==> src/rtl/sseg_page_ctrl.sv <==
// sseg_page_ctrl: shares one 4-digit seven-segment word between NREQ requesters.
// Pages rotate round-robin every DWELL cycles or hold a pinned slot; the selected
// value is encoded one nibble per cycle and committed to sseg_s in one step.
//
// state | meaning
// IDLE  | wait for a rotate / refresh / first-write request
// LOAD  | latch the selected slot (or blank) into the work register
// ENC0  | encode nibble 0 (rightmost digit)
// ENC1  | encode nibble 1
// ENC2  | encode nibble 2
// ENC3  | encode nibble 3 (leftmost digit)
// OUT   | commit staged word and page index, pulse upd_pulse
module sseg_page_ctrl #(
    parameter int          NREQ  = 4,
    parameter logic [23:0] DWELL = 24'd5000000,
    parameter bit          LZB   = 1'b1
) (
    input  logic                 clk_s,
    input  logic                 rst_s,
    input  logic [NREQ-1:0]      req_valid,
    input  logic [16*NREQ-1:0]   req_data,
    output logic [NREQ-1:0]      req_ready,
    input  logic                 pin_en,
    input  logic [1:0]           pin_idx,
    output logic [31:0]          sseg_s,
    output logic [1:0]           page_idx,
    output logic                 upd_pulse
);

    typedef enum logic [2:0] {
        S_IDLE, S_LOAD, S_ENC0, S_ENC1, S_ENC2, S_ENC3, S_OUT
    } state_t;

    state_t                state_q, state_d;
    logic [23:0]           cnt_q, cnt_d;
    logic [NREQ-1:0][15:0] slot_q, slot_d;
    logic [NREQ-1:0]       vld_q, vld_d;
    logic                  req_q, req_d;     // an event (or pended event) awaits IDLE
    logic                  rot_q, rot_d;     // that request includes a rotate/first write
    logic [1:0]            tgt_q, tgt_d;
    logic                  blank_q, blank_d;
    logic [15:0]           work_q, work_d;
    logic [31:0]           enc_q, enc_d;
    logic [31:0]           sseg_q, sseg_d;
    logic [1:0]            page_q, page_d;
    logic                  upd_q, upd_d;

    logic [NREQ-1:0]       xfer;
    logic                  rot_evt, refresh, first_wr, leave, found;
    logic [3:0]            vld_x;
    logic [3:0][15:0]      slot_x;
    logic [1:0]            cand, k;
    logic [15:0]           upper;
    logic [7:0]            seg;

    function automatic logic [7:0] hex7(input logic [3:0] n);
        logic [7:0] r;
        r = 8'hFF;
        case (n)
            4'h0: r = 8'hC0;  4'h1: r = 8'hF9;  4'h2: r = 8'hA4;  4'h3: r = 8'hB0;
            4'h4: r = 8'h99;  4'h5: r = 8'h92;  4'h6: r = 8'h82;  4'h7: r = 8'hF8;
            4'h8: r = 8'h80;  4'h9: r = 8'h90;  4'hA: r = 8'h88;  4'hB: r = 8'h83;
            4'hC: r = 8'hC6;  4'hD: r = 8'hA1;  4'hE: r = 8'h86;  4'hF: r = 8'h8E;
        endcase
        return r;
    endfunction

    // Only the slot being shown is back-pressured while its page is being built.
    always_comb begin
        req_ready = '1;
        for (int i = 0; i < NREQ; i++) begin
            if (state_q != S_IDLE && tgt_q == 2'(i)) req_ready[i] = 1'b0;
        end
    end

    // Slot capture, dwell timer, event/pend tracking and the page-build FSM.
    always_comb begin
        state_d = state_q;
        cnt_d   = cnt_q + 24'd1;
        slot_d  = slot_q;
        vld_d   = vld_q;
        req_d   = req_q;
        rot_d   = rot_q;
        tgt_d   = tgt_q;
        blank_d = blank_q;
        work_d  = work_q;
        enc_d   = enc_q;
        sseg_d  = sseg_q;
        page_d  = page_q;
        upd_d   = 1'b0;
        refresh = 1'b0;
        found   = 1'b0;
        cand    = '0;
        k       = '0;
        upper   = '0;
        seg     = 8'hFF;
        vld_x   = '0;
        slot_x  = '0;

        xfer     = req_valid & req_ready;
        rot_evt  = (cnt_q == DWELL - 24'd1);
        first_wr = (|xfer) && (vld_q == '0);
        leave    = (state_q == S_IDLE) && req_q;

        if (rot_evt) cnt_d = '0;

        for (int i = 0; i < NREQ; i++) begin
            vld_x[i]  = vld_q[i];
            slot_x[i] = slot_q[i];
            if (xfer[i]) begin
                slot_d[i] = req_data[16*i +: 16];
                vld_d[i]  = 1'b1;
                if (page_q == 2'(i)) refresh = 1'b1;
            end
        end

        // An event arriving while busy (or in the cycle IDLE is left) stays in req_q
        // and is picked up on the next return to IDLE.
        if (leave) begin
            req_d = 1'b0;
            rot_d = 1'b0;
        end
        if (rot_evt || refresh || first_wr) begin
            req_d = 1'b1;
            if (rot_evt || first_wr) rot_d = 1'b1;
        end

        case (state_q)
            S_IDLE: begin
                if (leave) begin
                    state_d = S_LOAD;
                    tgt_d   = page_q;
                    if (pin_en) begin
                        tgt_d = pin_idx;
                    end else if (rot_q) begin
                        // page_idx itself is the last candidate of the scan
                        for (int j = 1; j <= NREQ; j++) begin
                            cand = 2'((int'(page_q) + j) % NREQ);
                            if (!found && vld_x[cand]) begin
                                found = 1'b1;
                                tgt_d = cand;
                            end
                        end
                    end
                end
            end
            S_LOAD: begin
                work_d  = slot_x[tgt_q];
                blank_d = !vld_x[tgt_q];
                state_d = S_ENC0;
            end
            S_ENC0, S_ENC1, S_ENC2, S_ENC3: begin
                case (state_q)
                    S_ENC0:  begin k = 2'd0; state_d = S_ENC1; end
                    S_ENC1:  begin k = 2'd1; state_d = S_ENC2; end
                    S_ENC2:  begin k = 2'd2; state_d = S_ENC3; end
                    default: begin k = 2'd3; state_d = S_OUT;  end
                endcase
                upper = work_q >> {k, 2'b00};
                seg   = hex7(upper[3:0]);
                if (LZB && k != 2'd0 && upper == 16'd0) seg = 8'hFF;
                if (tgt_q == k) seg[7] = 1'b0;
                if (blank_q) seg = 8'hFF;
                enc_d[{k, 3'b000} +: 8] = seg;
            end
            S_OUT: begin
                sseg_d  = enc_q;
                page_d  = tgt_q;
                upd_d   = 1'b1;
                state_d = S_IDLE;
            end
            default: state_d = S_IDLE;
        endcase
    end

    // State registers; reset returns every output to its idle value at once.
    always_ff @(posedge clk_s or negedge rst_s) begin
        if (!rst_s) begin
            state_q <= S_IDLE;
            cnt_q   <= '0;
            slot_q  <= '0;
            vld_q   <= '0;
            req_q   <= 1'b0;
            rot_q   <= 1'b0;
            tgt_q   <= '0;
            blank_q <= 1'b0;
            work_q  <= '0;
            enc_q   <= '1;
            sseg_q  <= '1;
            page_q  <= '0;
            upd_q   <= 1'b0;
        end else begin
            state_q <= state_d;
            cnt_q   <= cnt_d;
            slot_q  <= slot_d;
            vld_q   <= vld_d;
            req_q   <= req_d;
            rot_q   <= rot_d;
            tgt_q   <= tgt_d;
            blank_q <= blank_d;
            work_q  <= work_d;
            enc_q   <= enc_d;
            sseg_q  <= sseg_d;
            page_q  <= page_d;
            upd_q   <= upd_d;
        end
    end

    assign sseg_s    = sseg_q;
    assign page_idx  = page_q;
    assign upd_pulse = upd_q;

endmodule

==> config.mk <==
export PLATFORM = sky130hd
export DESIGN_NAME = sseg_page_ctrl
export DESIGN_NICKNAME = d
export VERILOG_FILES = /design/src/rtl/sseg_page_ctrl.sv
export SDC_FILE = /design/constraint.sdc
export NUM_CORES = 1
export LEC_CHECK = 0
export CORE_MARGIN = 2
export CORE_UTILIZATION = 30
export CTS_CLUSTER_SIZE = 12
export DETAILED_ROUTE_END_ITERATION = 16
export HOLD_SLACK_MARGIN = 0.03
export PLACE_DENSITY = 0.58
export SYNTH_ARGS = -nofsm -noshare
export SYNTH_HDL_FRONTEND = slang
export SYNTH_SLANG_ARGS = --single-unit
==> constraint.sdc <==
create_clock -name clk_s -period 2.88 [get_ports clk_s]
set_input_delay 0.864 -clock clk_s [delete_from_list [all_inputs] [get_ports clk_s]]
set_output_delay 0.864 -clock clk_s [all_outputs]
set_load 0.02 [all_outputs]
==> impl_metrics.ini <==
[drt]
drtAntennaViolNets = 0
drt_iter0_drc = 310
drt_wl_total_um = 19150
dr.pass1.iters = 4
via_per_inst = 4.679
drc = 0
vias = 5788
wire_per_inst_um = 15.48

[timing]
fmax_ghz = 0.3725
final.setup.worst_slack_ns = 0.1952
min_period_ns = 2.685
min_period_over_period = 0.9322
final-hold-violation-count = 0
tns_ns = 0
slew_violations = 0
setup_viol = 0
tightest_slew_ns = 0.7108
rsz0062_at_grt = no
hold_ws_ns = 0.3183
slew_headroom = 0.5244
clock_skew_ns = 0.009205

[synthesis]
yosysTopAreaCellShare = 0.3551
ys_types = 65
yosys_warnings = 0
ys_seq_area_frac = 0.5556
synth_seq_cells = 183
synth_edf_count = 0
synthFlopType = dfrtp_1
synthTopCellsByCount = 133 x nand2_1, 119 x dfrtp_1, 82 x mux2_2
synth_most_common_cell = nand2_1
synth_top_area_cell = dfrtp_1
syn_inst = 722
synth.avg_cell_area_um2 = 11.62
ys_top_cells_by_area = dfrtp_1 36%, dfstp_2 20%, mux2_2 11%
ys_async_sr_fraction = 1.000
syn-cell-area_mm2 = 0.008387
synth_fp_nets = 804

[finish]
multi_input_area_mm2 = 0.003490
fill_cells = 2682
design_area_mm2 = 0.01067
final-seq-area_mm2 = 0.004663
layout.nets = 928
area_growth_pct = 27.20
antennaDiodeCount = 0
drive_gt1_frac = 0.2864

[critical_path]
crit_path_top_delay_cell = dfrtp_2
path_delay_family = compound AO/OA/AOI/OAI gates
worstPathCellList = buf_4 -> or2b_1 -> o221ai_1 -> inv_1 -> ha_1 -> a21boi_1 -> a41oi_2 -> o31ai_1 -> a311oi_2 -> a21oi_1
max_stage_delay_ns = 0.42
path_class = register to register
critPathMaxFanout = 12
worstSetupEndpointType = register
cp.arrival_ns = 3.03
critPathRequiredTime_ns = 3.23
critPathLaunchType = register
critPathBufInv = 2

[clocking]
cts_buffer_depth = 2
cts_root_buf = clkbuf_16
cts-buffers-inserted = 17
cts.clk_slew.worst_paths_ns = 0.08
cts.sinks = 183
htree_num_levels = 4
cts_tree = built
ctsHoldBuffers = 0
clk_latency_ns = 0.43

[placement]
gp_congestion = 0.8591
placement.io_buffers = 111
dp_slack_ns = 0.1946
placed_area_mm2 = 0.01007
dpl.hpwl_um = 13600

[flow_run]
drv_cap = 0

[die]
die_width_um = 171.2
die-area_mm2 = 0.02931
core-area_mm2 = 0.02763
fp.dieH_um = 171.2
start_util = 0.3036
rows = 61
io_pins = 112

[pwr]
p_per_area_mw_per_mm2 = 1118
peakVddDrop_mv = 0.5970
p_leak_nw = 4.426
total_power_mw = 11.93

[global_routing]
grt_pass1_wl_um = 31620
grt_pass1_vias = 5940
antenna_found_initial = 0
grtUsageTotal = 0.1386
grt_max_degree = 69
grt-ovfl-total = 0

[min_path]
min_path_type = primary input to asynchronous set/reset pin

[outcome]
status = complete, no violations
cell type report:
type                    instances  share of cell area
flip-flops and latches        183              0.4371
clock inverters                13             0.01196
well taps                     378             0.04434
multi-input cells             485              0.3271
clock buffers                  19             0.04246
inverters                      16            0.005630
repair buffers                143              0.1314
registers in the layout, indices dropped and copies added, names as in the netlist:
signal,count
blank_q,1
cnt_q,24
enc_q,32
page_idx,2
req_q,1
rot_q,1
slot_q,64
sseg_s,32
state_q,3
tgt_q,2
upd_pulse,1
vld_q,4
work_q,16
cells by family after synthesis:
kind of cell             synth area share
AND/OR/NAND/NOR                    0.1349
flip-flops                         0.5556
multiplexers                       0.1723
AO/OA/AOI/OAI                     0.07251
buffers and inverters             0.02834
XOR/XNOR                          0.02298
adder cells (fa/ha/maj)           0.01343
repair_timing:
item,in CTS,in global routing
buffers inserted,2,0
setup endpoints to repair,4,6
gates resized for setup,6,2
metrics by stage:
stage          utilization  instances
5_1_grt             0.3861       1237
4_1_cts             0.3860       1237
3_5_place_dp        0.3645       1203
6_report            0.3861       1237
2_1_floorplan            -        722
3_3_place_gp        0.3645       1203
power by group:
group	internal (mW)	switching (mW)	total [mW]
Sequential	3.87	0.632	4.50
Combinational	2.46	2.67	5.13
Clock	1.20	1.10	2.29
placed cells by master, fill, tap and decap left out, types with 7 or more instances in the layout:
cell and n:
xor2_1 9, mux4_2 20, dfrtp_1 116, dfstp_2 64, a21oi_1 29, clkbuf_16 17
clkdlybuf4s50_1 106, or3_1 10, nand3_1 15, o21ai_0 14, inv_1 15, xnor2_1 13
ha_1 9, mux2_2 82, nand2_1 133, nor2_1 55, buf_4 28, nand2b_1 7
a31oi_1 8
per-layer routing:
| metal | track usage | share of wire | wire [um] | up-vias |
|---|---|---|---|---|
| li1 | - | - | - | 2776 |
| met3 | 0.03359 | 0.043 | 815 | 18 |
| met2 | 0.2225 | 0.47 | 9062 | 108 |
| met1 | 0.1885 | 0.47 | 9067 | 2886 |
| met5 | 0 | 0 | 0 | - |
| met4 | 0.03574 | 0.011 | 204 | 0 |
final timing paths:
check	end	slack, ns	cells after the start	from
setup / recovery	enc_q[10]$_DFFE_PN1P_	0.20	10	state_q[2]$_DFFE_PN0P_
hold / removal	slot_q[28]$_DFFE_PN0P_	0.32	1	rst_s
setup reg to reg	enc_q[10]$_DFFE_PN1P_	0.20	10	state_q[2]$_DFFE_PN0P_
hold reg to reg	sseg_s[11]$_DFFE_PN1P_	0.45	2	enc_q[11]$_DFFE_PN1P_
max in group asynchronous	sseg_s[14]$_DFFE_PN1P_	1.82	2	rst_s
min in group clk_s	sseg_s[11]$_DFFE_PN1P_	0.45	2	enc_q[11]$_DFFE_PN1P_
Note: power is estimated with default switching activity, not from simulation.
